## config.mk

```make
export PLATFORM = sky130hd
export DESIGN_NAME = div_32_bit_seq
export DESIGN_NICKNAME = d
export VERILOG_FILES = /design/src/rtl/div_32_bit_seq_pkg.sv /design/src/rtl/div_32_bit_seq_neg.sv /design/src/rtl/div_32_bit_seq.sv
export SDC_FILE = /design/constraint.sdc
export NUM_CORES = 1
export LEC_CHECK = 0
export ABC_AREA = 0
export CAP_MARGIN = 20
export CORE_ASPECT_RATIO = 0.7
export CORE_UTILIZATION = 65
export CTS_BUF_LIST = sky130_fd_sc_hd__clkbuf_8
export DETAILED_ROUTE_END_ITERATION = 8
export PLACE_DENSITY = 0.88
export SYNTH_ARGS = -nofsm -noshare
export SYNTH_HDL_FRONTEND = slang
export SYNTH_SLANG_ARGS = --single-unit
```

## constraint.sdc

```tcl
create_clock -name clock -period 19.95 [get_ports clock]
set_input_delay 1.995 -clock clock [delete_from_list [all_inputs] [get_ports clock]]
set_output_delay 1.995 -clock clock [all_outputs]
set_load 0.02 [all_outputs]
```

## src/rtl/div_32_bit_seq_pkg.sv

```systemverilog
// Shared constants and state encoding for the sequential signed divider.
package div_32_bit_seq_pkg;

    localparam int unsigned DIV_WIDTH      = 32;
    localparam int unsigned DIV_ITER_CNT_W = 6;

    typedef enum logic [2:0] {
        IDLE = 3'd0,
        PREP = 3'd1,
        ITER = 3'd2,
        FIX  = 3'd3,
        DONE = 3'd4
    } div_state_e;

    localparam logic [DIV_WIDTH-1:0] DBZ_QUOTIENT = 32'hFFFF_FFFF;

endpackage

```

## src/rtl/div_32_bit_seq_neg.sv

```systemverilog
// Two's-complement negation; used for operand magnitudes and result sign fix-up.
module neg_32_bit #(
    parameter int unsigned WIDTH = 32
) (
    input  logic [WIDTH-1:0] a,
    output logic [WIDTH-1:0] y
);

    assign y = (~a) + WIDTH'(1);

endmodule

```

## src/rtl/div_32_bit_seq.sv

```systemverilog
// Sequential signed restoring divider: quotient to LO, remainder to HI.
// One quotient bit per cycle; signs stripped in PREP and restored in FIX.
module div_32_bit_seq
    import div_32_bit_seq_pkg::*;
#(
    parameter int unsigned WIDTH      = DIV_WIDTH,
    parameter int unsigned ITER_CNT_W = DIV_ITER_CNT_W
) (
    input  logic             clock,
    input  logic             clear,
    input  logic             start,
    input  logic [WIDTH-1:0] dividend,
    input  logic [WIDTH-1:0] divisor,
    output logic [WIDTH-1:0] quotient,
    output logic [WIDTH-1:0] remainder,
    output logic             busy,
    output logic             done,
    output logic             div_by_zero
);

    div_state_e state_q, state_d;
    logic [WIDTH-1:0]      dividend_q, dividend_d;
    logic [WIDTH-1:0]      divisor_q, divisor_d;
    logic [WIDTH-1:0]      dvs_mag_q, dvs_mag_d;
    logic [WIDTH-1:0]      quo_q, quo_d;
    logic [WIDTH-1:0]      rem_q, rem_d;
    logic [ITER_CNT_W-1:0] cnt_q, cnt_d;
    logic                  q_neg_q, q_neg_d;
    logic                  r_neg_q, r_neg_d;
    logic                  zero_q, zero_d;
    logic [WIDTH-1:0]      quotient_q, quotient_d;
    logic [WIDTH-1:0]      remainder_q, remainder_d;
    logic                  busy_q, busy_d;
    logic                  done_q, done_d;
    logic                  dbz_q, dbz_d;

    logic [WIDTH-1:0] neg_a_in, neg_a_out;
    logic [WIDTH-1:0] neg_b_in, neg_b_out;
    logic [WIDTH:0]   shifted;
    logic [WIDTH:0]   trial;

    // Negators serve operands in PREP and the magnitude results in FIX.
    assign neg_a_in = (state_q == FIX) ? quo_q : dividend_q;
    assign neg_b_in = (state_q == FIX) ? rem_q : divisor_q;

    neg_32_bit #(.WIDTH(WIDTH)) u_neg_a (.a(neg_a_in), .y(neg_a_out));
    neg_32_bit #(.WIDTH(WIDTH)) u_neg_b (.a(neg_b_in), .y(neg_b_out));

    // Stored remainder is always < |divisor|, so its 33rd bit is implicit zero.
    assign shifted = {rem_q, quo_q[WIDTH-1]};
    assign trial   = shifted - {1'b0, dvs_mag_q};

    always_comb begin
        state_d     = state_q;
        dividend_d  = dividend_q;
        divisor_d   = divisor_q;
        dvs_mag_d   = dvs_mag_q;
        quo_d       = quo_q;
        rem_d       = rem_q;
        cnt_d       = cnt_q;
        q_neg_d     = q_neg_q;
        r_neg_d     = r_neg_q;
        zero_d      = zero_q;
        quotient_d  = quotient_q;
        remainder_d = remainder_q;
        busy_d      = busy_q;
        done_d      = 1'b0;
        dbz_d       = dbz_q;

        case (state_q)
            IDLE: begin
                if (start) begin
                    dividend_d = dividend;
                    divisor_d  = divisor;
                    busy_d     = 1'b1;
                    dbz_d      = 1'b0;
                    state_d    = PREP;
                end
            end
            PREP: begin
                cnt_d = '0;
                if (divisor_q == '0) begin
                    // Route through FIX with no sign change so results land with done.
                    zero_d  = 1'b1;
                    quo_d   = WIDTH'(DBZ_QUOTIENT);
                    rem_d   = dividend_q;
                    q_neg_d = 1'b0;
                    r_neg_d = 1'b0;
                    state_d = FIX;
                end else begin
                    zero_d    = 1'b0;
                    q_neg_d   = dividend_q[WIDTH-1] ^ divisor_q[WIDTH-1];
                    r_neg_d   = dividend_q[WIDTH-1];
                    rem_d     = '0;
                    quo_d     = dividend_q[WIDTH-1] ? neg_a_out : dividend_q;
                    dvs_mag_d = divisor_q[WIDTH-1] ? neg_b_out : divisor_q;
                    state_d   = ITER;
                end
            end
            ITER: begin
                if (!trial[WIDTH]) begin
                    rem_d = trial[WIDTH-1:0];
                    quo_d = {quo_q[WIDTH-2:0], 1'b1};
                end else begin
                    rem_d = shifted[WIDTH-1:0];
                    quo_d = {quo_q[WIDTH-2:0], 1'b0};
                end
                cnt_d = cnt_q + ITER_CNT_W'(1);
                if (cnt_q == ITER_CNT_W'(WIDTH - 1)) begin
                    state_d = FIX;
                end
            end
            FIX: begin
                quotient_d  = q_neg_q ? neg_a_out : quo_q;
                remainder_d = r_neg_q ? neg_b_out : rem_q;
                dbz_d       = zero_q;
                busy_d      = 1'b0;
                done_d      = 1'b1;
                state_d     = DONE;
            end
            DONE: begin
                state_d = IDLE;
            end
            default: begin
                state_d = IDLE;
            end
        endcase
    end

    always_ff @(posedge clock or posedge clear) begin
        if (clear) begin
            state_q     <= IDLE;
            dividend_q  <= '0;
            divisor_q   <= '0;
            dvs_mag_q   <= '0;
            quo_q       <= '0;
            rem_q       <= '0;
            cnt_q       <= '0;
            q_neg_q     <= 1'b0;
            r_neg_q     <= 1'b0;
            zero_q      <= 1'b0;
            quotient_q  <= '0;
            remainder_q <= '0;
            busy_q      <= 1'b0;
            done_q      <= 1'b0;
            dbz_q       <= 1'b0;
        end else begin
            state_q     <= state_d;
            dividend_q  <= dividend_d;
            divisor_q   <= divisor_d;
            dvs_mag_q   <= dvs_mag_d;
            quo_q       <= quo_d;
            rem_q       <= rem_d;
            cnt_q       <= cnt_d;
            q_neg_q     <= q_neg_d;
            r_neg_q     <= r_neg_d;
            zero_q      <= zero_d;
            quotient_q  <= quotient_d;
            remainder_q <= remainder_d;
            busy_q      <= busy_d;
            done_q      <= done_d;
            dbz_q       <= dbz_d;
        end
    end

    assign quotient    = quotient_q;
    assign remainder   = remainder_q;
    assign busy        = busy_q;
    assign done        = done_q;
    assign div_by_zero = dbz_q;

endmodule

```

# [Word level (Yosys, flattened, before mapping)]
# Index checks and enable logic that the tools add are counted.
[word_totals] register_bits=239 latchBits=0 ramBits=0 rom_bits=0 inputBits=67 output_inout_bits=67 wordCells=62 memories=0
[op_classes] n_addsub=4 multipliers=0 n_div=0 magnitude_cmp=0 n_eq_ne=6 shifts=0 n_mux=25 bitwise=4 n_reduce_logical=8
[ops] cell="$mux 32" n=9
[ops] cell="$pmux 32 s2" n=2
[ops] cell="$add 32x1->32 const B" n=2
[ops] cell="$not 32->32" n=2
[ops] cell="$sub 33x32->33" n=1
[ops] cell="$logic_not 32->1" n=1
[ops] cell="$pmux 3 s4" n=1
[ops] cell="$pmux 6 s2" n=1
[ops] cell="$mux 1" n=8
[ops] cell="$reduce_and 2->1" n=4
[ops] cell="$add 6x1->6 const B" n=1
[ops] cell="$eq 3x2->1 const B" n=2
[ops] cell="$eq 6x5->1 const B" n=1
[ops] cell="$mux 3" n=2
[ops] cell="$ne 2x2->1 const B" n=2
[ops] cell="$pmux 1 s2" n=2
[ops] cell="$reduce_bool 2->1" n=2
[ops] cell="$eq 3x1->1 const B" n=1
[ops] cell="$logic_not 3->1" n=1
[ops] cell="$not 1->1" n=1
[ops] cell="$xor 1x1->1" n=1

# [Logic depth before layout (Yosys ltp)]
[logic_depth] ltp_word=7 depth_mapped=20 ltp_nobuf=12

# [Hierarchy]
# Synthesis repeated with hierarchy kept, for this count alone.
[hier_totals] cells_unflattened=1725 area_unflattened_um2=15142.0
[modules_own_cells] mod="div_32_bit_seq" n_inst=1 cells_per_inst=1559 area_per_inst_um2=13868.3 seq_area_each_um2=5980.7
[modules_own_cells] mod="neg_32_bit" n_inst=2 cells_per_inst=83 area_per_inst_um2=636.9 seq_area_each_um2=0.0

# [Least setup slack after synthesis]
# No wires, ideal clock.
[synth_path] path_kind="register -> register" start="register state_q[0]" end="register remainder_q[28], in the netlist remainder[28]" setup_ns=0.129 arrival_time_ns=4.149 required_time_ns=19.821 slack_ns=15.672 path_stages_with_launch=21 n_path_buf=10 period_less_slack_ns=4.278 path_cell_list="dfrtp_1 -> buf_4 -> nand3b_4 -> buf_6 -> buf_6 -> buf_6 -> buf_2 -> buf_4 -> buf_2 -> buf_2 -> buf_2 -> clkbuf_1 -> mux2i_1 -> ha_1 -> and4bb_2 -> nand4_4 -> nor3b_4 -> nand2_2 -> o31ai_2 -> xor2_1 -> o21ai_1"
[synth_between] elab_chain_cells=5
[synth_lines] element="start, declared" line_no="div_32_bit_seq.sv:21" text="div_state_e state_q, state_d;"
[synth_lines] element="start signal, assigned" line_no="div_32_bit_seq.sv:148" text="state_q <= state_d;"
[synth_lines] element="$eq 3x2->1 (*)" line_no="div_32_bit_seq.sv:44, div_32_bit_seq.sv:70"
[synth_lines] element="$mux 32" line_no="div_32_bit_seq.sv:44" text="assign neg_b_in = (state_q == FIX) ? rem_q : divisor_q;"
[synth_lines] element="$not 32->32" line_no="div_32_bit_seq_neg.sv:9" text="assign y = (~a) + WIDTH'(1);"
[synth_lines] element="$add 32x1->32" line_no="div_32_bit_seq_neg.sv:9"
[synth_lines] element="$mux 32" line_no="div_32_bit_seq.sv:115" text="remainder_d = r_neg_q ? neg_b_out : rem_q;"
[synth_lines] element="end signal, assigned" line_no="div_32_bit_seq.sv:159" text="remainder_q <= remainder_d;"
[synth_lines] element="end, declared" line_no="div_32_bit_seq.sv:32" text="logic [WIDTH-1:0] remainder_q, remainder_d;"
# Mark *: on every way between the ends. The rest lies on a longest branch, timed or not.
# A chain may end at the register's enable or synchronous reset.

# [Worst setup path in the final report]
[layout_path] start="register state_q[0]" end="register quo_q[29]"
[layout_between] elab_chain_cells=7 word_cells_on_any_way=10 classes_between="1 x add/sub; 3 x eq/ne; 4 x mux; 1 x bitwise; 1 x reduce/logical"
[layout_lines] element="$eq 3x2->1" line_no="div_32_bit_seq.sv:43" text="assign neg_a_in = (state_q == FIX) ? quo_q : dividend_q;"
[layout_lines] element="$mux 32" line_no="div_32_bit_seq.sv:43"
[layout_lines] element="$not 32->32" line_no="div_32_bit_seq_neg.sv:9"
[layout_lines] element="$add 32x1->32" line_no="div_32_bit_seq_neg.sv:9"
[layout_lines] element="$mux 32" line_no="div_32_bit_seq.sv:95" text="quo_d = dividend_q[WIDTH-1] ? neg_a_out : dividend_q;"
[layout_lines] element="$mux 32" line_no="div_32_bit_seq.sv:82" text="if (divisor_q == '0) begin"
[layout_lines] element="$pmux 32 s2" line_no="div_32_bit_seq.sv:70" text="case (state_q)"
[layout_lines] element="end signal, assigned" line_no="div_32_bit_seq.sv:152" text="quo_q <= quo_d;"
[layout_lines] element="end, declared" line_no="div_32_bit_seq.sv:25" text="logic [WIDTH-1:0] quo_q, quo_d;"
# Parallel ways exist; a longest one is shown, timed or not.

==> flow_summary.yaml <==
status:
  status: "complete, no violations"
die:
  core-area_um2: 22900
  start_util_pct: 66.9
  rows: 46
  die_w_um: 186
  num_io_pins: 134
  die_area_um2: 24200
  die_height_um: 130
flow_run:
  max-cap-violations: 0
clock_tree:
  postCtsSetupBuffers: 0
  numCtsBuffers: 38
  h-tree-depth: 2
  cts_tree: "done"
  clk_pin_slew_ns: 0.06
  clk_latency_ns: 0.55
  cts_sinks: 239
  clock_path_buffers: 3
  root_buffer: "clkbuf_8"
  cts_hold_buf: 0
  ctsResizeCount: 0
synth:
  synth-edff-count: 0
  muxShareOfSynthArea_pct: 9.76
  netlist.area_leader.share_pct: 39.0
  ys.flop_type: "dfrtp_1"
  netlist_top_cells_area: "dfrtp_1 (39%), o21ai_0 (5.5%), nand2_1 (5.2%), mux2_2 (4.6%), mux2i_1 (4.4%)"
  yosysWarnings: 0
  synth_nets: 1847
  synthDistinctLibCells: 82
  synthXorXnorAreaFrac_pct: 6.96
  synth-simple-area-share_pct: 17.2
  synth-adder-area-share_pct: 2.99
  synthArstFlopShare_pct: 100
  yosysSeqAreaShare_pct: 39.0
  ys_ff_latch: 239
  avgSynthCellArea_um2: 8.79
  syn-cell-area_um2: 15300
  synth_compound_area_share_pct: 19.3
  yosysTopAreaCell: "dfrtp_1"
  synth_top_family_by_area: "compound AO/OA/AOI/OAI gates"
  netlist_instances: 1744
timing:
  timing.setup.tns_ns: 0
  fmax_ghz: 0.207
  relSlewSlack_pct: 25.9
  layout_min_cycle_time_ns: 4.83
  finalMaxSlewViolations: 0
  finalCritPeriodShare_pct: 24.2
  rsz0062_at_grt: "false"
  skew_ns: 0.0181
  hold_violations: 0
  tightest_slew_ns: 1.10
  setup_violations: 0
worst_setup_path:
  rrSetupSlack_ns: 15.12
  worstPathRequired_ns: 20.36
  cp_max_fo: 64
  reg2reg_to: "quo_q[29]$_DFFE_PP0P_"
  startpoint_type: "flop"
  critPathKind: "flop to flop"
  r2r_cells: 12
  arrival_ns: 5.24
  r2r_start: "state_q[0]$_DFFE_PP0P_"
  end_kind: "flop"
worst_hold_path:
  min_path_cells: 2
  hp-start: "quotient[26]$_DFFE_PP0P_"
  holdPathEnd: "quotient[26]$_DFFE_PP0P_"
  hp-class: "flop to flop"
power_and_ir_drop:
  p_leak_nw: 7.57
  report.power.total_w: 0.00353
  power_density_nw_per_um2: 203
  vdd_drop_max_mv: 0.134
finish:
  nNetsFinal: 1911
  final_common_cell: "dfrtp_1"
  final_cells: 2139
  synthToLayoutAreaGrowth_pct: 13.3
  antennaDiodeCount: 0
  drive_above_1_share_pct: 9.47
  final_cell_mix: "dfrtp_1 (239), nand2_1 (213), o21ai_0 (169), clkdlybuf4s50_1 (133), a21oi_1 (113)"
route:
  wl_um: 43400
  dr.pass1.iters: 6
  vias: 14078
  wire_per_inst_um: 20.3
  drt_iter0_drc: 1594
  drc: 0
  ant_nets: 0
  via_per_inst: 6.58
placed_design:
  placedCellCount: 2080
  io_buffers: 133
  gp_congestion: 0.927
  post-dp-hpwl_um: 30100
grt:
  grt_max_degree: 112
  grt_pass1_wl_um: 70400
  track_usage_pct: 36.8
  grt_pass1_vias: 13532
  grt_overflow: 0
  antenna_found_initial: 0
## synth_stat cells, drive strengths merged, types with 22 or more instances
cell / number
dfrtp: 239
nand2: 215
o21ai: 187
a21oi: 114
nor2: 105
clkbuf: 98
mux2i: 74
xor2: 66
mux2: 64
xnor2: 55
nor3: 52
inv: 50
nand3: 49
ha: 35
buf: 30
o22ai: 30
and3: 27
a211oi: 24
o211ai: 22
## worst max path at each step
stage                      startpoint                     to  slack [ns]  cells after the start
2_1_floorplan                   clear       busy$_DFFE_PP0P_       11.40                      1
3_3_place_gp                    clear  quo_q[25]$_DFFE_PP0P_       15.15                      4
3_5_place_dp                    clear  quo_q[29]$_DFFE_PP0P_       15.13                      4
4_1_cts        state_q[2]$_DFFE_PP0P_  quo_q[29]$_DFFE_PP0P_       15.27                     12
5_1_grt        state_q[0]$_DFFE_PP0P_  quo_q[29]$_DFFE_PP0P_       14.85                     12
6_report       state_q[0]$_DFFE_PP0P_  quo_q[29]$_DFFE_PP0P_       15.12                     12
## where the power goes
part | switching [W] | total [W] | internal, W
combinational | 0.00122 | 0.00209 | 0.000870
clock | 0.000200 | 0.000398 | 0.000199
sequential | 0.000317 | 0.00104 | 0.000726
total | 0.00173 | 0.00353 | 0.00179
## kinds of logic after synthesis
| kind of cell | after synthesis |
|---|---|
| multiplexers | 138 |
| adder cells (fa/ha/maj) | 36 |
| buffers and inverters | 178 |
| AND/OR/NAND/NOR | 543 |
| AO/OA/AOI/OAI | 489 |
| XOR/XNOR | 121 |
| flip-flops | 239 |
## registers in the layout, indices dropped and copies added (netlist names), 3 cells and up
register / cells
dividend_q: 32
divisor_q: 32
dvs_mag_q: 32
quo_q: 32
quotient: 32
rem_q: 32
remainder: 32
cnt_q: 6
state_q: 3
## worst max-delay path: stages (launching register included)
cell,delay [ns]
dfrtp_1,0.48
nand3b_4,0.50
buf_4,0.68
inv_2,0.34
buf_4,0.37
nor3_1,0.23
nor2_1,0.11
or4_1,0.73
nor3_4,0.44
and4b_1,0.29
xor2_1,0.07
a221oi_1,0.28
nor2_1,0.08
## per-layer routing
layer	up-vias	share of wire (%)	global-route usage, %
met4	0	2.9	12.9
met5	-	0	0
met2	810	44	56.4
li1	6368	-	-
met3	134	10	7.76
met1	6766	43	51.8
## final cells by class
class	instances	area, um2
Clock inverter	15	65.1
Tap cell	312	390
Sequential cell	239	5980
Timing Repair Buffer	152	1470
Fill cell	1661	5540
Inverter	50	195
Multi-Input combinational cell	1327	8660
Clock buffer	44	606
## metrics by stage
| step | hold WS [ns] | cell area, um2 | setup slack (ns) | util, % |
|---|---|---|---|---|
| global route | 0.507 | 17400 | 14.85 | 75.8 |
| CTS | 0.481 | 17400 | 15.27 | 75.8 |
| detailed placement | 0.467 | 16700 | 15.13 | 72.9 |
| finish | 0.477 | 17400 | 15.12 | 75.8 |
| global placement | 0.460 | 16700 | 15.15 | 72.9 |
| floorplan | 0.447 | 15300 | 11.40 | - |
Power figures use the tool's default switching activity.
